### config.mk
export PLATFORM = sky130hd
export DESIGN_NAME = regf_port_arbiter
export DESIGN_NICKNAME = d
export VERILOG_FILES = /design/src/rtl/regf_port_arbiter.sv
export SDC_FILE = /design/constraint.sdc
export NUM_CORES = 1
export LEC_CHECK = 0
export CORE_MARGIN = 2
export CORE_UTILIZATION = 45
export DETAILED_ROUTE_END_ITERATION = 8
export PLACE_DENSITY = 0.86
export SYNTH_ARGS = -nofsm -noshare
export SYNTH_HDL_FRONTEND = slang
export SYNTH_SLANG_ARGS = --single-unit
export TNS_END_PERCENT = 50
### constraint.sdc
create_clock -name i_sys_clk -period 5.2 [get_ports i_sys_clk]
set_clock_uncertainty 0.2 [all_clocks]
set_input_delay 1.04 -clock i_sys_clk [delete_from_list [all_inputs] [get_ports i_sys_clk]]
set_output_delay 1.04 -clock i_sys_clk [all_outputs]
set_load 0.02 [all_outputs]
### src/rtl/regf_port_arbiter.sv
// Register-file port arbiter: three requesters share one register-file port.
// Selection is round-robin with optional per-owner burst lock, and only one access is in flight at a time.
module regf_port_arbiter #(
  parameter int ADDR_W = 12,
  parameter int DATA_W = 8,
  parameter int RD_LAT = 1
) (
  input  logic                  i_sys_clk,
  input  logic                  i_sys_rst_n,
  input  logic [2:0]            i_req,
  input  logic [2:0]            i_lock,
  input  logic [2:0]            i_wr,
  input  logic [3*ADDR_W-1:0]   i_addr,
  input  logic [3*DATA_W-1:0]   i_wdata,
  input  logic [DATA_W-1:0]     i_regf_data_rd,
  output logic                  o_regf_wr_en,
  output logic                  o_regf_rd_en,
  output logic [ADDR_W-1:0]     o_regf_addr,
  output logic [DATA_W-1:0]     o_regf_data_wr,
  output logic [2:0]            o_gnt,
  output logic [2:0]            o_ack,
  output logic [DATA_W-1:0]     o_rd_data,
  output logic                  o_busy
);

  localparam logic [1:0] LAST_WAIT = 2'(RD_LAT - 1);

  typedef enum logic [1:0] {
    IDLE   = 2'd0,
    ISSUE  = 2'd1,
    RDWAIT = 2'd2
  } state_t;

  state_t              state_r, state_s;
  logic [1:0]          rr_ptr_r, rr_ptr_s;
  logic [1:0]          owner_r, owner_s;
  logic [1:0]          wait_cnt_r, wait_cnt_s;
  logic                wr_r, wr_s;
  logic                locked_r, locked_s;
  logic [1:0]          sel_s;
  logic [2:0]          elig_s;
  logic                any_elig_s, unlock_s, owner_lock_s, sel_wr_s, last_wait_s;
  logic [ADDR_W-1:0]   sel_addr_s, addr_s;
  logic [DATA_W-1:0]   sel_wdata_s, wdata_s, rd_data_s;
  logic                wr_en_s, rd_en_s, busy_s;
  logic [2:0]          gnt_s, ack_s;

  function automatic logic [2:0] onehot3(input logic [1:0] idx);
    case (idx)
      2'd0:    onehot3 = 3'b001;
      2'd1:    onehot3 = 3'b010;
      2'd2:    onehot3 = 3'b100;
      default: onehot3 = 3'b000;
    endcase
  endfunction

  function automatic logic [1:0] next_idx(input logic [1:0] idx);
    case (idx)
      2'd0:    next_idx = 2'd1;
      2'd1:    next_idx = 2'd2;
      default: next_idx = 2'd0;
    endcase
  endfunction

  // First eligible requester found scanning upward from the pointer, wrapping at 3.
  function automatic logic [1:0] rr_pick(input logic [2:0] elig, input logic [1:0] ptr);
    logic [1:0] c0, c1, c2;
    c0 = (ptr == 2'd3) ? 2'd0 : ptr;
    c1 = next_idx(c0);
    c2 = next_idx(c1);
    if ((elig & onehot3(c0)) != 3'b000) begin
      rr_pick = c0;
    end else if ((elig & onehot3(c1)) != 3'b000) begin
      rr_pick = c1;
    end else if ((elig & onehot3(c2)) != 3'b000) begin
      rr_pick = c2;
    end else begin
      rr_pick = 2'd0;
    end
  endfunction

  // Request qualification and selection of the winner's fields.
  always_comb begin
    owner_lock_s = |(i_lock & onehot3(owner_r));
    unlock_s     = (state_r == IDLE) && locked_r && !owner_lock_s;
    if (locked_r) begin
      elig_s = i_req & onehot3(owner_r);
    end else begin
      elig_s = i_req;
    end
    any_elig_s  = |elig_s;
    sel_s       = rr_pick(elig_s, rr_ptr_r);
    sel_wr_s    = |(i_wr & onehot3(sel_s));
    last_wait_s = (wait_cnt_r == LAST_WAIT);
    case (sel_s)
      2'd1: begin
        sel_addr_s  = i_addr[ADDR_W +: ADDR_W];
        sel_wdata_s = i_wdata[DATA_W +: DATA_W];
      end
      2'd2: begin
        sel_addr_s  = i_addr[2*ADDR_W +: ADDR_W];
        sel_wdata_s = i_wdata[2*DATA_W +: DATA_W];
      end
      default: begin
        sel_addr_s  = i_addr[0 +: ADDR_W];
        sel_wdata_s = i_wdata[0 +: DATA_W];
      end
    endcase
  end

  // Next-state decode.
  always_comb begin
    state_s = state_r;
    case (state_r)
      IDLE: begin
        if (!unlock_s && any_elig_s) begin
          state_s = ISSUE;
        end else begin
          state_s = IDLE;
        end
      end
      ISSUE: begin
        if (wr_r) begin
          state_s = IDLE;
        end else begin
          state_s = RDWAIT;
        end
      end
      RDWAIT: begin
        if (last_wait_s) begin
          state_s = IDLE;
        end else begin
          state_s = RDWAIT;
        end
      end
      default: state_s = IDLE;
    endcase
  end

  // Output and bookkeeping decode; results are registered so every output is a flop.
  always_comb begin
    rr_ptr_s   = rr_ptr_r;
    owner_s    = owner_r;
    wr_s       = wr_r;
    locked_s   = locked_r;
    wait_cnt_s = 2'd0;
    wr_en_s    = 1'b0;
    rd_en_s    = 1'b0;
    addr_s     = o_regf_addr;
    wdata_s    = o_regf_data_wr;
    gnt_s      = o_gnt;
    ack_s      = 3'b000;
    rd_data_s  = o_rd_data;
    busy_s     = (state_s != IDLE);
    case (state_r)
      IDLE: begin
        if (unlock_s) begin
          // Lock released: spend this idle cycle reopening arbitration after the owner.
          locked_s = 1'b0;
          rr_ptr_s = next_idx(owner_r);
          gnt_s    = 3'b000;
        end else if (any_elig_s) begin
          owner_s = sel_s;
          wr_s    = sel_wr_s;
          addr_s  = sel_addr_s;
          wdata_s = sel_wdata_s;
          gnt_s   = onehot3(sel_s);
          wr_en_s = sel_wr_s;
          rd_en_s = !sel_wr_s;
          ack_s   = sel_wr_s ? onehot3(sel_s) : 3'b000;
        end else begin
          gnt_s = locked_r ? onehot3(owner_r) : 3'b000;
        end
      end
      ISSUE: begin
        if (wr_r) begin
          locked_s = owner_lock_s;
          rr_ptr_s = owner_lock_s ? rr_ptr_r : next_idx(owner_r);
          gnt_s    = owner_lock_s ? onehot3(owner_r) : 3'b000;
        end else begin
          wait_cnt_s = 2'd0;
        end
      end
      RDWAIT: begin
        if (last_wait_s) begin
          rd_data_s = i_regf_data_rd;
          ack_s     = onehot3(owner_r);
          locked_s  = owner_lock_s;
          rr_ptr_s  = owner_lock_s ? rr_ptr_r : next_idx(owner_r);
          gnt_s     = owner_lock_s ? onehot3(owner_r) : 3'b000;
        end else begin
          wait_cnt_s = wait_cnt_r + 2'd1;
        end
      end
      default: begin
        gnt_s = 3'b000;
      end
    endcase
  end

  // State, bookkeeping and output registers.
  always_ff @(posedge i_sys_clk) begin
    if (!i_sys_rst_n) begin
      state_r        <= IDLE;
      rr_ptr_r       <= 2'd0;
      owner_r        <= 2'd0;
      wait_cnt_r     <= 2'd0;
      wr_r           <= 1'b0;
      locked_r       <= 1'b0;
      o_regf_wr_en   <= 1'b0;
      o_regf_rd_en   <= 1'b0;
      o_regf_addr    <= '0;
      o_regf_data_wr <= '0;
      o_gnt          <= 3'b000;
      o_ack          <= 3'b000;
      o_rd_data      <= '0;
      o_busy         <= 1'b0;
    end else begin
      state_r        <= state_s;
      rr_ptr_r       <= rr_ptr_s;
      owner_r        <= owner_s;
      wait_cnt_r     <= wait_cnt_s;
      wr_r           <= wr_s;
      locked_r       <= locked_s;
      o_regf_wr_en   <= wr_en_s;
      o_regf_rd_en   <= rd_en_s;
      o_regf_addr    <= addr_s;
      o_regf_data_wr <= wdata_s;
      o_gnt          <= gnt_s;
      o_ack          <= ack_s;
      o_rd_data      <= rd_data_s;
      o_busy         <= busy_s;
    end
  end

endmodule
==> results of run 1 <==
-- critical path, cell delays in order --
cell and delay (ns):
clkdlybuf4s50_1 0.47, a21boi_1 0.19, a221oi_2 0.38, mux2_2 0.40
mux2_2 0.26, ha_1 0.48, a22oi_1 0.28, nand2_1 0.16
a32oi_1 0.24, nor2_1 0.07
-- registers in the layout, summed over array words and instances (netlist names) --
name,count
o_regf_addr,12
o_regf_data_wr,8
o_busy,1
o_regf_wr_en,1
wr_r,1
locked_r,1
o_gnt,3
o_rd_data,8
owner_r,2
o_ack,3
wait_cnt_r,2
o_regf_rd_en,1
rr_ptr_r,2
state_r,2
-- cell type report --
class	count	area, um^2	area share (%)
Multi-Input combinational cell	231	1450	38.2
Timing Repair Buffer	119	1180	31.1
Sequential cell	47	941	24.7
Tap cell	72	90.1	2.37
Clock buffer	5	68.8	1.81
Inverter	12	45.0	1.18
Clock inverter	3	25.0	0.658
-- logic make-up after synthesis --
group                      after synthesis
and+or+nand+nor                        102
DFF                                     47
AOI/OAI and AO/OA                      113
muxes                                    4
adders and majority gates               12
buffers and inverters                   34
-- metal layers --
metal / routed length, um / GRT usage (%)
met3: 571 / 6.82
met5: 0 / 0
met1: 2780 / 26.2
met2: 3460 / 40.7
met4: 133 / 6.55
-- cells in the final DEF (no fill, tap or decap), types with 2 or more instances in the layout --
master,count
nor2_1,12
a32oi_1,3
and3_1,8
mux2_2,2
a21oi_1,34
inv_1,11
o21a_1,4
o211ai_1,20
clkbuf_8,5
a221o_1,3
nor2b_1,2
buf_4,4
clkinv_4,2
o31a_1,2
ha_1,12
a31o_2,3
clkdlybuf4s50_1,115
o2111ai_1,3
a22oi_1,21
nand2b_1,3
o31ai_1,3
a221oi_2,2
and2_1,4
a211oi_1,2
dfxtp_1,47
nand2_1,66
a32o_1,3
mux2i_1,2
nor3_1,4
-- power by group through the flow --
stage	clock, mW	combinational (mW)	sequential, mW
5_1_grt	0.244	1.28	0.563
3_5_place_dp	0	1.16	0.556
3_3_place_gp	0	1.13	0.549
4_1_cts	0.227	1.16	0.549
2_1_floorplan	0	0.653	0.662
6_report	0.223	1.15	0.548
-- how the worst max path moves through the flow --
stage	to	depth (start not counted)	slack, ns
floorplan	o_gnt[2]	8	1.89
global placement	o_ack[2]	10	1.02
detailed placement	o_ack[2]	10	0.90
CTS	o_ack[2]	10	1.23
global route	o_ack[2]	10	1.03
finish	o_ack[2]	10	1.23
==> metrics.md, run 1 <==
| Metric | Value |
|---|---|
| Mapped cell area | 0.00255 mm^2 |
| Synthesized Nets | 403 |
| Setup Buffers After CTS | 0 |
| Antenna diodes | 0 |
| Worst-Margin Slew | 1.02 ns |
| Async SR Flop Fraction | 0% |
| Post-layout util | 69.5% |
| Final hold slack | 0.258 ns |
| Hold Crit Start | o_rd_data[3] |
| Share of the synthesized area in the top cell type | 36.9% |
| Clk network pwr share | 11.6% |
| # fillers | 461 |
| Largest area contributor in the netlist | dfxtp_1 |
| Fin area | 0.00380 mm^2 |
| Critical path startpoint category | input port |
| Setup slack, reg-to-reg | 1.65 ns |
| Largest net degree at the start of global routing | 34 |
| Final worst-path cycle share | 76.4% |
| CP Class | in2reg |
| Boundary Pins | 116 |
| Main flop type after synthesis | dfxtp_1 |
| FF-to-FF End | o_ack[2] |
| Pwr/cell area | 506 mW/mm^2 |
| RSZ-0062 raised after global routing | no |
| Gate power share | 59.9% |
| Power share of the sequential group | 28.5% |
| # DRC | 0 |
| Hold EP | o_rd_data[3] |
| Sequential fraction of the synthesis area | 36.9% |
| Final setup violation count | 0 |
| Area growth syn-to-layout | 49.2% |
| Vias in the first global route | 2571 |
| Die Wd | 79.3 um |
| Area share of xor/xnor cells in the synthesized design | 0% |
| Tot GR Track Use | 22.8% |
| Power Internal | 1.08 mW |
| CTS Root Cell | clkbuf_8 |
| Crit path time final | 3.97 ns |
| Drt total wl | 6940 um |
| Relative slew slack | 31.9% |
| Number of CTS-inserted buffers | 5 |
| Number of failing hold endpoints at the final stage | 0 |
| Nets | 507 |
| Arrival time at the worst endpoint | 3.96 ns |
| Clock sink count | 47 |
| Placed standard-cell area | 0.00371 mm^2 |
| Global route overflow | 0 |
| CTS clk-pin slew, worst paths | 0.09 ns |
| Vias | 2662 |
| Worst-Skew Late Latency | 0.30 ns |
| Max FO, Critical Path | 23 |
| Synth Area per Inst | 8.17 um^2 |
| Drt wl/cell | 14.2 um |
| FMAX | 0.252 GHz |
| Port bufs | 115 |
| Ranking of synthesized cells by area | dfxtp_1 37%, nand2_1 9.7%, a21oi_1 6.7% |
| CTS tree | yes |
| Setup crit start | i_req[1] |
| Simple-gate share of the synthesized area | 17.2% |
| Reg2Reg Depth | 10 |
| #FFs+latches synth | 47 |
| Synth Area in Compound Gates | 32.2% |
| Maxcap violations | 0 |
| Post-synthesis mux area share | 1.67% |
| Static leakage | 1.40 nW |
| Total Power | 1.92 mW |
| Worst reg2reg path startpoint | owner_r[1] |
| CP required | 5.18 ns |
| Initial DRC Count | 129 |
| Syn. warnings | 0 |
| Chip Height | 79.3 um |
| Pre-CTS setup slack | 0.896 ns |
| Drt first pass iters | 4 |
| Row count | 27 |
| Largest family of logic cells by synthesized area | compound AO/OA/AOI/OAI gates |
| Share of layout cells above drive strength 1 | 5.52% |
| EDFF count, synth | 0 |
| Net Sw Power | 0.841 mW |
| Critical Path Sink Type | flop |
| First-pass GRT wire length | 11500 um |
| Switching Share | 43.7% |
| Final TNS setup | 0 ns |
| Top cells by count, synth | 66 x nand2_1, 47 x dfxtp_1, 34 x a21oi_1, 21 x a22oi_1, 20 x o211ai_1 |
| Post-CTS Hold Fix Bufs | 0 |
| DP Wirelength | 5290 um |
| Outcome | completed |
| Final slew viol count | 0 |
| Initial antenna violation count | 0 |
| Worst VDD drop | 0.312 mV |
| CTS H-tree depth | 2 |
| Final WS setup | 1.23 ns |
| Initial Utilization | 46.6% |
| Placed insts | 481 |
| Post-CTS Resized | 0 |
| Gpl congestion | 0.894 |
| Count leader, synth | nand2_1 |
| Synth unique cells | 43 |
| Synth Instances | 312 |
| Core ar. | 0.00547 mm^2 |
| Die area | 0.00628 mm^2 |
| Hold path cells | 2 |
| Final std cells w/o fill | 489 |
| Adder-Cell Fraction of Synth Area | 5.89% |
| Clock Path Buffers | 2 |
| HP Class | reg2reg |
| Routed Antenna Nets | 0 |
| Drt via density | 5.44 |
Note: power is estimated with default switching activity, not from simulation.
==> run 2, diff against run 1 <==
--- a/config.mk
+++ b/config.mk
@@ -6,9 +6,9 @@
 export NUM_CORES = 1
 export LEC_CHECK = 0
 export CORE_MARGIN = 2
-export CORE_UTILIZATION = 45
+export CORE_UTILIZATION = 38
 export DETAILED_ROUTE_END_ITERATION = 8
-export PLACE_DENSITY = 0.86
+export PLACE_DENSITY = 0.77
 export SYNTH_ARGS = -nofsm -noshare
 export SYNTH_HDL_FRONTEND = slang
 export SYNTH_SLANG_ARGS = --single-unit
==> constraint.sdc (replaced) <==
create_clock -name i_sys_clk -period 3.54 [get_ports i_sys_clk]
set_clock_uncertainty 0.2 [all_clocks]
set_input_delay 0.708 -clock i_sys_clk [delete_from_list [all_inputs] [get_ports i_sys_clk]]
set_output_delay 0.708 -clock i_sys_clk [all_outputs]
set_load 0.02 [all_outputs]
==> metrics.md, run 2 (synthesis results as in run 1) <==
| Metric | Value |
|---|---|
| Clock Path Buffers | 2 (unchanged) |
| Max FO, Critical Path | 12 (-48%) |
| CTS H-tree depth | 2 (unchanged) |
| Nets | 516 (+1.8%) |
| Critical Path Sink Type | flop |
| Core ar. | 0.00642 mm^2 (+17%) |
| Vias | 2653 (-0.34%) |
| Setup Buffers After CTS | 0 (unchanged) |
| Relative slew slack | 59.1% (+27 points) |
| Area growth syn-to-layout | 54.2% |
| Power Internal | 1.81 mW (+67%) |
| # DRC | 0 (unchanged) |
| Final worst-path cycle share | 92.7% |
| Final TNS setup | 0 ns (unchanged) |
| Power share of the sequential group | 26.3% (-2.2 points) |
| CP Depth | 11 (+1) |
| Switching Share | 40.8% (-2.9 points) |
| Final hold slack | 0.254 ns (-0.00370 ns) |
| Post-CTS Hold Fix Bufs | 0 (unchanged) |
| Clock sink count | 47 (unchanged) |
| RSZ-0062 raised after global routing | no |
| Worst VDD drop | 0.464 mV (+49%) |
| Reg2Reg Depth | 12 (+2) |
| First-pass GRT wire length | 11400 um (-1.6%) |
| CTS Root Cell | clkbuf_8 |
| CTS clk-pin slew, worst paths | 0.09 ns (about the same) |
| Row count | 29 (+7.4%) |
| Die Wd | 85.9 um (+8.4%) |
| Tot GR Track Use | 19.2% (-3.6 points) |
| CP Class | in2reg |
| CP delay by family, top | compound AO/OA/AOI/OAI gates |
| Arrival time at the worst endpoint | 3.26 ns (-0.70 ns) |
| Outcome | completed |
| Share of layout cells above drive strength 1 | 7.51% (+2.0 points) |
| Biggest register | o_regf_addr |
| Storage cell area | 941 um^2 (unchanged) |
| Multi-input gate area in the final layout | 0.00145 mm^2 (unchanged) |
| Critical path startpoint category | input port |
| Antenna diodes | 0 (unchanged) |
| Largest net degree at the start of global routing | 41 (+21%) |
| Crit-path cells | clkdlybuf4s50_1 -> a21boi_1 -> a221oi_2 -> mux2_2 -> mux2_2 -> ha_1 -> buf_4 -> a22oi_1 -> nand2_1 -> o211ai_1 -> a21oi_1 |
| Cell mode on critical path | mux2_2 |
| CP max stage cell | clkdlybuf4s50_1 |
| Post-layout util | 61.2% (-8.3 points) |
| FMAX | 0.305 GHz |
| Maxcap violations | 0 (unchanged) |
| Initial Utilization | 39.7% (-6.9 points) |
| CP required | 3.52 ns (-1.66 ns) |
| Most frequent cells in the layout | 115 x clkdlybuf4s50_1, 66 x nand2_1, 47 x dfxtp_1 |
| Drt via density | 5.27 (-3.1%) |
| Final setup violation count | 0 (unchanged) |
| Post-CTS Resized | 0 (unchanged) |
| DP Wirelength | 5310 um (+0.36%) |
| Initial DRC Count | 117 (-9.3%) |
| Chip Height | 85.9 um (+8.4%) |
| Hold path cells | 2 (unchanged) |
| Crit path time final | 3.28 ns |
| Drt first pass iters | 4 (unchanged) |
| Net Sw Power | 1.24 mW (+48%) |
| Max reg flops | 12 (unchanged) |
| Number of failing hold endpoints at the final stage | 0 (unchanged) |
| Number of CTS-inserted buffers | 5 (unchanged) |
| Port bufs | 115 (unchanged) |
| Global route overflow | 0 (unchanged) |
| Die area | 0.00738 mm^2 (+17%) |
| Most common cell after layout, fill and taps aside | clkdlybuf4s50_1 |
| Gpl congestion | 0.885 (-1.0%) |
| HP Class | reg2reg |
| Routed Antenna Nets | 0 (unchanged) |
| Worst-Skew Late Latency | 0.30 ns (about the same) |
| Drt total wl | 7070 um (+1.8%) |
| Worst path max stage delay | 0.47 ns (about the same) |
| Vias in the first global route | 2480 (-3.5%) |
| CP bufs+invs | 2 (+1) |
| Worst-Margin Slew | 0.609 ns (-0.413 ns) |
| Final slew viol count | 0 (unchanged) |
| CTS tree | yes |
| # fillers | 589 (+28%) |
| Boundary Pins | 116 (unchanged) |
| Top flop regs | o_regf_addr x12, o_rd_data x8, o_regf_data_wr x8 |
| Gate power share | 58.4% (-1.5 points) |
| Clk network pwr share | 15.3% (+3.7 points) |
| Static leakage | 1.47 nW (+4.9%) |
| Initial antenna violation count | 0 (unchanged) |
| Drt wl/cell | 14.0 um (-1.0%) |
| Pwr/cell area | 776 mW/mm^2 (+53%) |
run 2: metal layers:
metal / wire, um / vias to the layer above / GRT usage, %
met1: 3160 / 1193 / 24.0
met4: 62 / 0 / 4.76
li1: - / 1366 / -
met5: 0 / - / 0
met2: 3350 / 89 / 32.7
met3: 491 / 5 / 5.20
run 2: worst register-to-register path, cell delays in order, from the launching register on:
cell and delay (ns):
dfxtp_1 0.40, inv_1 0.10, ha_1 0.37, and3_1 0.20
a221o_1 0.34, and2_1 0.21, or2_2 0.30, ha_1 0.24
buf_4 0.19, a22oi_1 0.19, nand2_1 0.08, o211ai_1 0.08
a21oi_1 0.08
run 2: final timing paths:
| kind | to | startpoint | slack [ns] |
|---|---|---|---|
| hold reg to reg | o_regf_data_wr[7] | o_regf_data_wr[7] | 0.25 |
| hold / removal | o_regf_data_wr[7] | o_regf_data_wr[7] | 0.25 |
| setup / recovery | o_regf_data_wr[4] | i_req[1] | 0.26 |
| setup reg to reg | o_regf_data_wr[4] | rr_ptr_r[0] | 0.44 |
run 2: area by class of cell:
type	instances	share of cell area (%)
clock inverters	3	1.72
well taps	77	2.45
flip-flops and latches	47	23.9
inverters	12	1.15
multi-input cells	231	36.9
clock buffers	5	1.75
repair buffers	128	32.1
run 2: power groups by stage:
stage          registers, mW  clock network, mW  logic (mW)
6_report               0.802              0.466        1.78
5_1_grt                0.825              0.497        1.96
4_1_cts                0.802              0.477        1.79
3_5_place_dp           0.812                  0        1.79
3_3_place_gp           0.809                  0        1.77
2_1_floorplan          0.972                  0       0.959
run 2: metrics by stage:
stage                     cell area (um^2)  total power, mW  cells  worst slack [ns]
final                                 3930             3.05    503             0.259
after floorplan                       2550             1.93    312             0.564
after global routing                  3930             3.28    503             0.113
after CTS                             3930             3.07    503             0.278
after detailed placement              3800             2.60    495           -0.0422
after global placement                3800             2.58    495          -0.00341
